### config.mk
export PLATFORM = sky130hd
export DESIGN_NAME = trap_controller
export DESIGN_NICKNAME = d
export VERILOG_FILES = /design/src/rtl/trap_controller.sv
export SDC_FILE = /design/constraint.sdc
export NUM_CORES = 1
export LEC_CHECK = 0
export CAP_MARGIN = 20
export CORE_ASPECT_RATIO = 0.7
export CORE_MARGIN = 5
export CORE_UTILIZATION = 43
export DETAILED_ROUTE_END_ITERATION = 8
export GPL_TIMING_DRIVEN = 0
export HOLD_SLACK_MARGIN = 0.02
export PLACE_DENSITY = 0.88
export SLEW_MARGIN = 20
export SYNTH_ARGS = -nofsm -noshare
export SYNTH_HDL_FRONTEND = slang
export SYNTH_SLANG_ARGS = --single-unit
### constraint.sdc
create_clock -name clk -period 5.81 [get_ports clk]
set_input_delay 1.743 -clock clk [delete_from_list [all_inputs] [get_ports clk]]
set_output_delay 1.743 -clock clk [all_outputs]
set_load 0.02 [all_outputs]
### src/rtl/trap_controller.sv
// Trap sequencer: accepts one illegal/ecall/irq/mret event, pulses its commit, flushes, redirects.
// Optional macro TRAP_CTRL_IRQ_EN enables irq_i gated by mstatus_mie_i.
module trap_controller #(
   parameter int unsigned FLUSH_CYCLES = 2
) (
   input  logic        clk,
   input  logic        rst,
   input  logic        stall_i,
   input  logic        illegal_i,
   input  logic        ecall_i,
   input  logic        mret_i,
   input  logic        irq_i,
   input  logic        mstatus_mie_i,
   input  logic [31:0] pc_idex_i,
   input  logic [31:0] mtvec_i,
   input  logic [31:0] mepc_i,
   output logic        excep_en_o,
   output logic        sys_call_en_o,
   output logic        mret_en_o,
   output logic [5:0]  cause_o,
   output logic [31:0] epc_o,
   output logic        flush_o,
   output logic        redirect_o,
   output logic [31:0] redirect_pc_o,
   output logic        busy_o
);

   typedef enum logic [1:0] {StIdle, StCommit, StFlush, StRedirect} state_e;
   typedef enum logic [1:0] {KindIllegal, KindEcall, KindIrq, KindMret} kind_e;

   state_e      state_q, state_d;
   kind_e       kind_q, kind_d;
   logic [3:0]  cnt_q, cnt_d;
   logic        irq_valid;
   logic        accept;
   logic        unused_inputs;

   logic        excep_en_d, sys_call_en_d, mret_en_d, flush_d, redirect_d, busy_d;
   logic [5:0]  cause_d;
   logic [31:0] epc_d, redirect_pc_d;

`ifdef TRAP_CTRL_IRQ_EN
   assign irq_valid     = irq_i & mstatus_mie_i;
   assign unused_inputs = ^{mtvec_i[1:0], mepc_i[0]};
`else
   assign irq_valid     = 1'b0;
   assign unused_inputs = ^{irq_i, mstatus_mie_i, mtvec_i[1:0], mepc_i[0]};
`endif

   assign accept = (state_q == StIdle) && !stall_i &&
                   (illegal_i || ecall_i || irq_valid || mret_i);

   // State register
   always_ff @(posedge clk or negedge rst) begin
      if (!rst) begin
         state_q <= StIdle;
         kind_q  <= KindIllegal;
         cnt_q   <= 4'd0;
      end else begin
         state_q <= state_d;
         kind_q  <= kind_d;
         cnt_q   <= cnt_d;
      end
   end

   // Next-state logic
   always_comb begin
      state_d = state_q;
      kind_d  = kind_q;
      cnt_d   = cnt_q;
      unique case (state_q)
         StIdle: begin
            if (accept) begin
               state_d = StCommit;
               if (illegal_i)      kind_d = KindIllegal;
               else if (ecall_i)   kind_d = KindEcall;
               else if (irq_valid) kind_d = KindIrq;
               else                kind_d = KindMret;
            end
         end
         StCommit: begin
            state_d = StFlush;
            cnt_d   = 4'(FLUSH_CYCLES - 1);
         end
         StFlush: begin
            if (cnt_q == 4'd0) state_d = StRedirect;
            else               cnt_d   = cnt_q - 4'd1;
         end
         StRedirect: state_d = StIdle;
         default:    state_d = StIdle;
      endcase
   end

   // Outputs are derived from the next state so they register alongside it
   always_comb begin
      excep_en_d    = (state_d == StCommit) && (kind_d == KindIllegal || kind_d == KindIrq);
      sys_call_en_d = (state_d == StCommit) && (kind_d == KindEcall);
      mret_en_d     = (state_d == StCommit) && (kind_d == KindMret);
      flush_d       = (state_d == StCommit) || (state_d == StFlush);
      redirect_d    = (state_d == StRedirect);
      busy_d        = (state_d != StIdle);
      cause_d       = cause_o;
      epc_d         = epc_o;
      redirect_pc_d = 32'd0;
      // mret is not a trap, so it leaves the last trap cause in place
      if (accept) begin
         epc_d = pc_idex_i;
         unique case (kind_d)
            KindIllegal: cause_d = 6'h02;
            KindEcall:   cause_d = 6'h0B;
            KindIrq:     cause_d = 6'h2B;
            default:     cause_d = cause_o;
         endcase
      end
      if (redirect_d) begin
         if (kind_d == KindMret) redirect_pc_d = {mepc_i[31:1], 1'b0};
         else                    redirect_pc_d = {mtvec_i[31:2], 2'b00};
      end
   end

   // Output registers
   always_ff @(posedge clk or negedge rst) begin
      if (!rst) begin
         excep_en_o    <= 1'b0;
         sys_call_en_o <= 1'b0;
         mret_en_o     <= 1'b0;
         cause_o       <= 6'd0;
         epc_o         <= 32'd0;
         flush_o       <= 1'b0;
         redirect_o    <= 1'b0;
         redirect_pc_o <= 32'd0;
         busy_o        <= 1'b0;
      end else begin
         excep_en_o    <= excep_en_d;
         sys_call_en_o <= sys_call_en_d;
         mret_en_o     <= mret_en_d;
         cause_o       <= cause_d;
         epc_o         <= epc_d;
         flush_o       <= flush_d;
         redirect_o    <= redirect_d;
         redirect_pc_o <= redirect_pc_d;
         busy_o        <= busy_d;
      end
   end

endmodule

Yosys cells after proc, flatten, opt, wreduce, memory -nomap -nowiden. Cells that the tools add are included.

Flip-flop bits (word level): 84. Output and inout bits: 76. Word-level logic and storage cells: 53.

Add/sub/neg operators: 1. Equal/unequal tests: 10. Multiplexer cells: 12. Reduce and logical (&&, ||, !) cells: 18.

Operators by type and width (count): 32-bit two-way mux (2); 6-bit one-hot mux with 3 select lines (1); 2-bit == test (second input constant) (6); 2-bit two-way mux (6); 2-bit one-hot mux with 4 select lines (1); 4-bit one-hot mux with 2 select lines (1); 2-bit by 1-bit == test with 1-bit output (second input constant) (3); 1-bit logical AND (5); 2-bit zero test (2); 4-bit zero test (1); 1-bit logical OR (4); 4-bit two-way mux (1); 2-bit AND reduction (2); 2-bit nonzero test (2); 4-bit by 1-bit subtractor with 4-bit output (second input constant) (1); 3-bit nonzero test (1); 2-bit != test (second input constant) (1); 1-bit zero test (1).

Logic depth before layout (Yosys ltp). Gate-level depths: netlist of run 1.

Word-level depth: 8. Gate-level depth with buffers: 10. Depth with buffers taken out: 8.

Worst setup path after synthesis of run 1. Ideal clock, no wire load.

Path kind: input -> register. Start: input stall_i. End: register cause_o[5]. Library setup time: 0.125 ns. Arrival time: 3.216 ns. Required time: 5.685 ns. Path slack: 2.469 ns. Stages: 7. Path buffers: 1. Cell sequence: nand2b_1 o21bai_1 and2_1 ha_1 buf_2 or3_4 mux2_4.

Longest elaborated chain between the ends: 8. Elaborated cells on any way between the ends: 11. Those cells by class: 2 x eq/ne; 3 x mux; 6 x reduce/logical.

RTL lines: start: declaration (RTL line 8) `input logic stall_i,`; 1-bit zero test (*) (RTL line 50) `assign accept = (state_q == StIdle) && !stall_i &&`; 1-bit logical AND (*) (2 in series) (RTL line 50); 2-bit two-way mux (*) (RTL line 73) `if (accept) begin`; 2-bit two-way mux (*) (RTL line 71) `unique case (state_q)`; net kind_d[0] (RTL line 32) `kind_e kind_q, kind_d;`; 2-bit == test, or another cell as far along (RTL line 108) `unique case (kind_d)`; 3-bit nonzero test (no line); 2-bit AND reduction (no line); end signal: assignment (RTL line 137) `cause_o <= cause_d;`; end: declaration (RTL line 20) `output logic [5:0] cause_o,`.

The timed path passes the listed nets; every way through them passes the cells marked *. The select of a mux whose other input is x is not followed. A chain may end at the register's enable or synchronous reset.

Final worst setup path of run 1. Same ends and word-level chain as after synthesis.

==> results of run 1 <==
-- flip-flops by register name (all words and copies together), names as in the netlist, 2 cells and up --
| signal | count |
|---|---|
| cnt_q | 4 |
| state_q | 2 |
| redirect_pc_o | 31 |
| epc_o | 32 |
| kind_q | 2 |
| cause_o | 3 |
-- critical path: cells and delay by family --
kind                     cells  cell delay (ps)
multiplexers                 1              300
adder cells (fa/ha/maj)      1              190
AND/OR/NAND/NOR              3              850
AO/OA/AOI/OAI                1              120
buffers and inverters        2              640
-- worst min path at each step --
stage | from | to | slack (ps) | cells past startpoint
2_1_floorplan | cnt_q[2] | cnt_q[2] | 470 | 1
3_3_place_gp | cause_o[1] | cause_o[1] | 460 | 1
3_5_place_dp | cause_o[1] | cause_o[1] | 470 | 1
4_1_cts | cause_o[1] | cause_o[1] | 480 | 1
5_1_grt | cause_o[1] | cause_o[1] | 510 | 1
6_report | cause_o[1] | cause_o[1] | 470 | 1
-- cell type report --
cell class	count	area, um2	area share (%)
clock buffer	11	233	4.15
clock inverter	5	81.3	1.45
tap	101	126	2.25
sequential	80	2000	35.7
multi-input combinational	150	1300	23.2
inverter	7	26.3	0.468
buffer	16	108	1.92
timing repair buffer	172	1740	30.9
-- placed cells by master, fill, tap and decap left out, drive strengths merged --
cell type      Yosys  routed
bufinv             0       2
or3                1       1
o21bai             1       1
buf               13      15
o211ai             1       1
o22ai              2       2
inv                7       7
o21ai              2       2
conb               1       3
o32a               1       1
clkinv             0       2
clkinvlp           0       1
nor3b              1       1
mux2i             31      31
o22a               1       1
nand2b             2       2
mux2              34      34
o32ai              1       1
xnor2              1       1
ha                12      12
and3               1       1
dfrtp             80      80
clkbuf             3      14
clkdlybuf4s50      0     170
nand3              2       2
a21boi             1       1
nand2              5       5
a21oi              1       1
or3b               1       1
nor3               3       3
and2               4       4
nor2b             32      32
nor2               6       6
-- cells in the mapped netlist, drive strengths merged --
| library cell | number |
|---|---|
| o32ai | 1 |
| inv | 7 |
| conb | 1 |
| o32a | 1 |
| clkbuf | 3 |
| mux2 | 34 |
| a21oi | 1 |
| o21ai | 2 |
| or3 | 1 |
| and2 | 4 |
| nor2 | 6 |
| xnor2 | 1 |
| mux2i | 31 |
| dfrtp | 80 |
| or3b | 1 |
| buf | 13 |
| nor3 | 3 |
| o22ai | 2 |
| o22a | 1 |
| nand2 | 5 |
| a21boi | 1 |
| o21bai | 1 |
| ha | 12 |
| nor2b | 32 |
| and3 | 1 |
| o211ai | 1 |
| nor3b | 1 |
| nand3 | 2 |
| nand2b | 2 |
-- stage by stage --
step | power, mW | std cells | utilization, % | area [um2]
after floorplan | 1.69 | 253 | - | 3440
after global placement | 2.28 | 525 | 67.6 | 5270
after detailed placement | 2.33 | 526 | 67.9 | 5300
after CTS | 2.93 | 542 | 71.9 | 5610
after global routing | 3.06 | 542 | 71.9 | 5610
final | 2.88 | 542 | 71.9 | 5610
-- cell families (layout without fill, tap and decap cells) --
group | after synthesis | after routing | share of synthesized area [%]
AOI/OAI and AO/OA | 11 | 11 | 2.45
xor gates and xnor gates | 1 | 1 | 0.256
adders and majority gates | 12 | 12 | 4.38
buffers and inverters | 23 | 211 | 3.91
DFF | 80 | 80 | 58.4
muxes | 65 | 65 | 20.4
other | 1 | 3 | 0.109
and+or+nand+nor | 58 | 58 | 10.1
-- routing by layer --
metal,up-vias,global-route usage [%],share of wire (%),wire (um)
li1,1214,-,-,-
met5,-,0,0,0
met2,125,29.5,50,4180
met4,0,3.33,0.82,69
met3,6,7.93,13,1080
met1,1172,19.7,37,3100
-- power by group through the flow --
| stage | registers [mW] | clock network [mW] | logic (mW) |
|---|---|---|---|
| 2_1_floorplan | 1.13 | 0 | 0.554 |
| 3_3_place_gp | 0.884 | 0 | 1.40 |
| 3_5_place_dp | 0.900 | 0 | 1.43 |
| 4_1_cts | 0.893 | 0.596 | 1.44 |
| 5_1_grt | 0.920 | 0.618 | 1.52 |
| 6_report | 0.887 | 0.582 | 1.41 |
==> flow_summary.yaml, run 1 <==
synth:
  synth_cell_type_count: 36
  syn_inst: 251
  synth_area_leaders: "dfrtp_1 58%, mux2_2 10%, mux2i_1 9.1%"
  avgSynthCellArea_um2: 13.7
  synth_seq_area_share_pct: 58.4
  netlist_area_mm2: 0.00343
  synth_top_area_share_pct: 58.4
  synth.ff_latch_count: 80
  synth_top_area_cell: "dfrtp_1"
  synth-warning-count: 0
run_status:
  status: "finished, final reports clean"
global_route:
  grt_max_degree: 48
  antenna_found_initial: 0
  grt-ovfl-total: 0
  grt_first_pass_wirelength_um: 13200
  grt_pass1_vias: 2679
  grtUsageTotal_pct: 17.1
worst_setup_path:
  worstSetupStartpointType: "input port"
  critPathRequiredTime_ps: 6010
  crit_chain: "clkdlybuf4s50_1 -> nand2b_1 -> o21bai_1 -> and2_1 -> ha_1 -> buf_2 -> or3_4 -> mux2_4"
  reg2reg_depth: 9
  r2r-start: "state_q[0]"
  worstReg2RegEnd: "cause_o[5]"
  critPathCaptureType: "flip-flop"
  cp-startpoint: "stall_i"
  critPathArrivalTime_ps: 3860
  r2r_slack_ps: 3380
  worstSetupPathType: "input port to flip-flop"
  slowest_stage: "clkdlybuf4s50_1"
  endpoint: "cause_o[5]"
  slowest_delay_ps: 470
  cp_max_fo: 6
power_and_ir_drop:
  seqPwrFrac_pct: 30.8
  p_sw_mw: 0.985
  p_per_area_mw_per_mm2: 513
  p_int_mw: 1.90
  leakage_nw: 2.43
  power_frac_comb_pct: 49.0
  switching_share_pct: 34.2
  clock_power_share_pct: 20.2
  peakVddDrop_v: 0.000281
floorplanning:
  die_height_um: 84.7
  die-area_mm2: 0.00989
  num_rows: 27
  chipWidth_um: 117
  io-pin-count: 180
  fp.coreArea_mm2: 0.00780
  start_util_pct: 43.9
sta:
  timing.final.ws_setup_ps: 2150
  rsz0062_at_grt: "false"
  setup_viol_count_final: 0
  whs_ps: 469
  fmax_ghz: 0.273
  hold_viol: 0
  finalClockSkew_ps: 7.13
  finalCritPeriodShare_pct: 63.0
  slew_viol_final: 0
  min_period_ps: 3660
  fin_setup_tns_ps: 0
clock_tree:
  insertion_delay_ps: 320
  cts_resized: 0
  cts-htree-levels: 3
  cts_made_buffers: 9
  path_clk_slew_ps: 60
  clock_path_buffers: 2
  ctsRootBufferMaster: "clkbuf_16"
  cts_setup_buffers: 0
  cts_tree: "yes"
  cts_sinks: 80
  postCtsHoldBufs: 0
finish:
  syn_to_final_growth_pct: 63.7
  diodes: 0
  post_route_cells_drive_above_1_share_pct: 15.0
  fin_nets: 552
  nFillCells: 551
routing:
  route.detailed.drc: 0
  vias: 2517
  ant_nets: 0
  drt_iter0_drc: 71
  wire_per_inst_um: 15.6
  wl_um: 8430
  dr.pass1.iters: 4
  via_per_inst: 4.64
run:
  maxCapViolations: 0
hold_path:
  hold_class: "flip-flop to flip-flop"
placement:
  place_hpwl_um: 6990
  gp_congestion: 0.721
  portBuffers: 171
  pre_cts_slack_ps: 1780
(Power assumes the default switching activity.)
==> run 2: changes to the inputs <==
Settings changed: CORE_UTILIZATION 43 to 36, PLACE_DENSITY 0.88 to 0.79.
Clock period 5.81 ns to 2.99 ns, I/O delays scaled along.
==> run 2 against run 1 <==
Core utilization fell by 10 points; global-route usage fell by 1.8 points; first-iteration DRC count fell by 34%; setup slack got worse by 2000 ps; register-to-register slack got worse by 2800 ps; via count fell by 0.60%; wire length rose by 4.8%; final area rose by 0.76%; combinational power rose by 96%; sequential cell count did not move; critical endpoint unchanged; largest power group unchanged; highest routed layer unchanged.
==> flow_summary.yaml, run 2 (synthesis results as in run 1) <==
finish:
  post-route-util_pct: 61.6
  fin_nets: 552
  syn_to_final_growth_pct: 65.0
  final_cells: 565
  layout.cells.most_common: "clkdlybuf4s50_1"
  final_cell_mix: "170 x clkdlybuf4s50_1, 80 x dfrtp_1, 32 x nor2b_1"
  top_register: "epc_o"
  post_route_cells_drive_above_1_share_pct: 15.2
  reg_top3: "epc_o (32), redirect_pc_o (31), cnt_q (4)"
  largest_reg_flops: 32
  diodes: 0
worst_setup_path:
  cp_max_fo: 6
  slowest_delay_ps: 470
  crit_buf_inv: 2
  r2r_slack_ps: 560
  worstSetupPathType: "input port to flip-flop"
  critPathArrivalTime_ps: 3010
  critPathRequiredTime_ps: 3190
  worstSetupStartpointType: "input port"
  worstReg2RegEnd: "cause_o[5]"
  reg2reg_depth: 9
  r2r-start: "state_q[0]"
  critPathCaptureType: "flip-flop"
  crit_chain: "clkdlybuf4s50_1 -> nand2b_1 -> o21bai_1 -> and2_1 -> ha_1 -> buf_2 -> or3_4 -> mux2_4"
  critPathTopFamily: "simple AND/OR/NAND/NOR gates"
  slowest_stage: "clkdlybuf4s50_1"
sta:
  setup_viol_count_final: 0
  min_period_ps: 2810
  slew_viol_final: 0
  timing.final.ws_setup_ps: 179
  finalClockSkew_ps: 4.79
  rsz0062_at_grt: "false"
  fmax_ghz: 0.356
  finalCritPeriodShare_pct: 94.0
  hold_viol: 0
  fin_setup_tns_ps: 0
power_and_ir_drop:
  p_per_area_mw_per_mm2: 995
  finalPower_mw: 5.63
  leakage_nw: 2.43
  peakVddDrop_v: 0.000357
placement:
  dp_cells: 549
  place_hpwl_um: 7240
  gp_congestion: 0.803
  portBuffers: 171
  pre_cts_slack_ps: -186
global_route:
  grtUsageTotal_pct: 15.4
  grt-ovfl-total: 0
  grt_pass1_vias: 2773
  grt_first_pass_wirelength_um: 14100
  grt_max_degree: 60
  antenna_found_initial: 0
run:
  maxCapViolations: 0
routing:
  ant_nets: 0
  wire_per_inst_um: 15.6
  route.detailed.drc: 0
  dr.pass1.iters: 4
  drt_iter0_drc: 47
  vias: 2502
  wl_um: 8840
  via_per_inst: 4.43
clock_tree:
  path_clk_slew_ps: 60
  cts_tree: "yes"
  cts_made_buffers: 9
  clock_path_buffers: 2
  cts_setup_buffers: 0
  cts-htree-levels: 3
  insertion_delay_ps: 320
  cts_sinks: 80
  postCtsHoldBufs: 0
  ctsRootBufferMaster: "clkbuf_16"
floorplanning:
  fp.coreArea_mm2: 0.00918
  die-area_mm2: 0.0116
  num_rows: 29
  die_height_um: 91.6
  start_util_pct: 37.3
  io-pin-count: 180
  chipWidth_um: 127
hold_path:
  hold_class: "input port to asynchronous set/reset pin"
run_status:
  status: "finished, final reports clean"
-- run 2: layer usage --
layer  up-vias  share of wire, %  track usage [%]
met3         7                14             8.77
met4         0              0.58             2.95
li1       1206                 -                -
met5         -                 0                0
met1      1153                38             16.7
met2       136                47             26.5
-- run 2: how the worst max path moves through the flow --
stage                  from           endpoint  slack (ps)  cells past startpoint
global placement        rst   redirect_pc_o[4]       -1700                      1
global route        stall_i  redirect_pc_o[23]           7                      9
CTS                 stall_i  redirect_pc_o[23]         150                      9
detailed placement  stall_i  redirect_pc_o[23]        -190                      9
floorplan           stall_i         cause_o[5]         500                      7
finish              stall_i         cause_o[5]         180                      8
-- run 2: what timing repair did --
| item | CTS | global route |
|---|---|---|
| gates resized for setup | 0 | 2 |
| setup endpoints to repair | 0 | 5 |
| hold endpoints to repair | 0 | 0 |
-- run 2: stage by stage --
stage,hold slack (ps),cell area [um2]
floorplan,468,3440
global placement,456,5300
detailed placement,478,5330
CTS,457,5650
global route,467,5660
finish,464,5660
-- run 2: power by group --
group / switching (mW) / leakage (nW) / internal, mW
Clock: 0.404 / 0.152 / 0.752
Combinational: 1.32 / 1.27 / 1.44
Sequential: 0.198 / 1.01 / 1.52
-- run 2: final cells by class --
type | instances | area [um2]
inverter | 7 | 26.3
clock buffer | 11 | 243
sequential | 80 | 2000
timing repair buffer | 172 | 1740
clock inverter | 5 | 80.1
multi-input combinational | 150 | 1300
fill | 695 | 3520
tap | 124 | 155
buffer | 16 | 113
==> run 3: changes to the inputs <==
Settings changed: ABC_AREA set to 1, CAP_MARGIN 20 to not set, CORE_UTILIZATION 36 to 35, PLACE_DENSITY 0.79 to 0.78.
==> run 3 against run 2 <==
Count of clock-buffer cells in the layout did not move; cell count rose by 21%; critical path depth did not move; final area fell by 2.1%; global-route usage rose by 1.7 points; clock skew rose by 0.66 ps; sequential share of layout area rose by 0.75 points; critical path type unchanged; largest power group unchanged.
==> flow_summary.yaml, run 3 <==
run_status:
  status: "finished, final reports clean"
synth:
  synth_top_area_cell: "dfrtp_1"
  synth-warning-count: 0
  synth_top_area_share_pct: 59.5
  ys.flop_type: "dfrtp_1"
  synth_cell_type_count: 22
  syn_inst: 366
  synth_most_common_cell: "nand2_1"
  synth_edf_count: 0
  synthArstFlopShare_pct: 100
  avgSynthCellArea_um2: 9.20
  yosys-top-cells-count: "83 x nand2_1, 80 x dfrtp_1, 63 x nor2_1, 36 x nand3_1, 35 x o21ai_0"
  synth.ff_latch_count: 80
  synth_area_leaders: "dfrtp_1 59%, nand2_1 9.3%, nor2_1 7.0%"
  netlist_area_mm2: 0.00337
  synth_seq_area_share_pct: 59.5
routing:
  drt_iter0_drc: 155
  route.detailed.drc: 0
  wire_per_inst_um: 14.0
  dr.pass1.iters: 4
  ant_nets: 0
  wl_um: 9600
  vias: 3116
  via_per_inst: 4.56
finish:
  final_cells: 684
  post_route_cells_drive_above_1_share_pct: 7.19
  largest_reg_flops: 32
  nFillCells: 866
  final_cell_mix: "170 x clkdlybuf4s50_1, 83 x nand2_1, 80 x dfrtp_1"
  fin_nets: 667
  diodes: 0
  top_register: "epc_o"
  layout.cells.most_common: "clkdlybuf4s50_1"
  reg_top3: "epc_o (32), redirect_pc_o (31), cnt_q (4)"
  syn_to_final_growth_pct: 64.5
global_route:
  grt-ovfl-total: 0
  grtUsageTotal_pct: 17.0
  grt_first_pass_wirelength_um: 15800
  antenna_found_initial: 0
  grt_pass1_vias: 3246
  grt_max_degree: 57
power_and_ir_drop:
  p_sw_mw: 2.10
  clock_power_share_pct: 18.0
  p_per_area_mw_per_mm2: 965
  finalPower_mw: 5.34
  switching_share_pct: 39.3
  leakage_nw: 2.66
  peakVddDrop_v: 0.000476
  seqPwrFrac_pct: 32.2
  power_frac_comb_pct: 49.9
  p_int_mw: 3.24
clock_tree:
  insertion_delay_ps: 330
  path_clk_slew_ps: 60
  cts_setup_buffers: 0
  cts-htree-levels: 3
  clock_path_buffers: 2
  postCtsHoldBufs: 0
  ctsRootBufferMaster: "clkbuf_16"
  cts_sinks: 80
  cts_tree: "yes"
  cts_made_buffers: 9
worst_setup_path:
  cp_max_fo: 10
  worstSetupStartpointType: "input port"
  worstSetupPathType: "input port to flip-flop"
  critPathArrivalTime_ps: 3030
  critPathRequiredTime_ps: 3240
  critPathCaptureType: "flip-flop"
sta:
  fmax_ghz: 0.360
  finalCritPeriodShare_pct: 93.0
  whs_ps: 464
  finalClockSkew_ps: 5.44
  setup_viol_count_final: 0
  rsz0062_at_grt: "false"
  hold_viol: 0
  min_period_ps: 2780
  slew_viol_final: 0
placement:
  portBuffers: 171
  dp_cells: 668
  place_hpwl_um: 7560
  gp_congestion: 0.781
floorplanning:
  die-area_mm2: 0.0117
  fp.coreArea_mm2: 0.00953
  die_height_um: 92.0
  start_util_pct: 35.3
  chipWidth_um: 127
  num_rows: 30
  io-pin-count: 180
hold_path:
  hold_class: "flip-flop to flip-flop"
run:
  maxCapViolations: 0
-- run 3: per-stage QoR --
stage               setup WS (ps)  area (um2)  util, %  setup TNS (ps)
floorplan                     820        3370        -               0
global placement            -1770        5250     55.0         -143600
detailed placement           -172        5270     55.3           -4530
CTS                           161        5540     58.1               0
global route                 6.63        5540     58.1               0
finish                        209        5540     58.1               0
-- run 3: power by group through the flow --
stage	sequential, mW	combinational (mW)	clock (mW)
floorplan	2.21	0.921	0
global route	1.78	2.94	1.05
finish	1.72	2.66	0.961
CTS	1.72	2.70	0.998
detailed placement	1.74	2.69	0
global placement	1.72	2.62	0
-- run 3: cell families (layout without fill, tap and decap cells) --
kind of cell               Yosys count  count (layout)  synth area share, %
and+or+nand+nor                    189             189                 23.6
xor gates and xnor gates             1               1                0.260
adders and majority gates           12              12                 4.46
DFF                                 80              80                 59.5
other                                1               3                0.111
AOI/OAI and AO/OA                   41              41                 6.25
buffers and inverters               42             230                 5.80
-- run 3: layer usage --
metal | share of wire, % | global-route usage [%]
met3 | 12 | 8.91
met4 | 1.4 | 5.71
met2 | 47 | 27.2
met1 | 39 | 19.8
met5 | 0 | 0
-- run 3: area by class of cell --
| cell class | instances | area [um2] | area share [%] |
|---|---|---|---|
| clock buffer | 11 | 233 | 4.20 |
| inverter | 20 | 75.1 | 1.36 |
| timing repair buffer | 172 | 1740 | 31.4 |
| sequential | 80 | 2000 | 36.2 |
| buffer | 22 | 121 | 2.19 |
| tap | 128 | 160 | 2.89 |
| clock inverter | 5 | 33.8 | 0.610 |
| multi-input combinational | 246 | 1180 | 21.2 |
-- run 3: final timing paths --
check                           slack [ps]  cells after the start                end  startpoint
worst min-delay path                   460                      1         cause_o[1]  cause_o[1]
worst min register to register         460                      1         cause_o[1]  cause_o[1]
max in group asynchronous             1940                      2           epc_o[2]         rst
min in group asynchronous              480                      1  redirect_pc_o[10]         rst
worst max register to register         460                     10   redirect_pc_o[3]  state_q[0]
worst max-delay path                   210                      8   redirect_pc_o[3]     stall_i
-- run 3: worst max-delay path, stage by stage --
cell             delay, ps
clkdlybuf4s50_1        440
nor2_4                 290
nand2_4                150
o21ai_2                270
ha_1                   360
clkbuf_1               340
o21ai_0                150
nor2_1                 130
-- run 3: repair_timing --
| item | 4_1_cts | 5_1_grt |
|---|---|---|
| endpoints found under the setup margin | 0 | 1 |
| hold endpoints to repair | 0 | 0 |
| resized for setup | 0 | 2 |
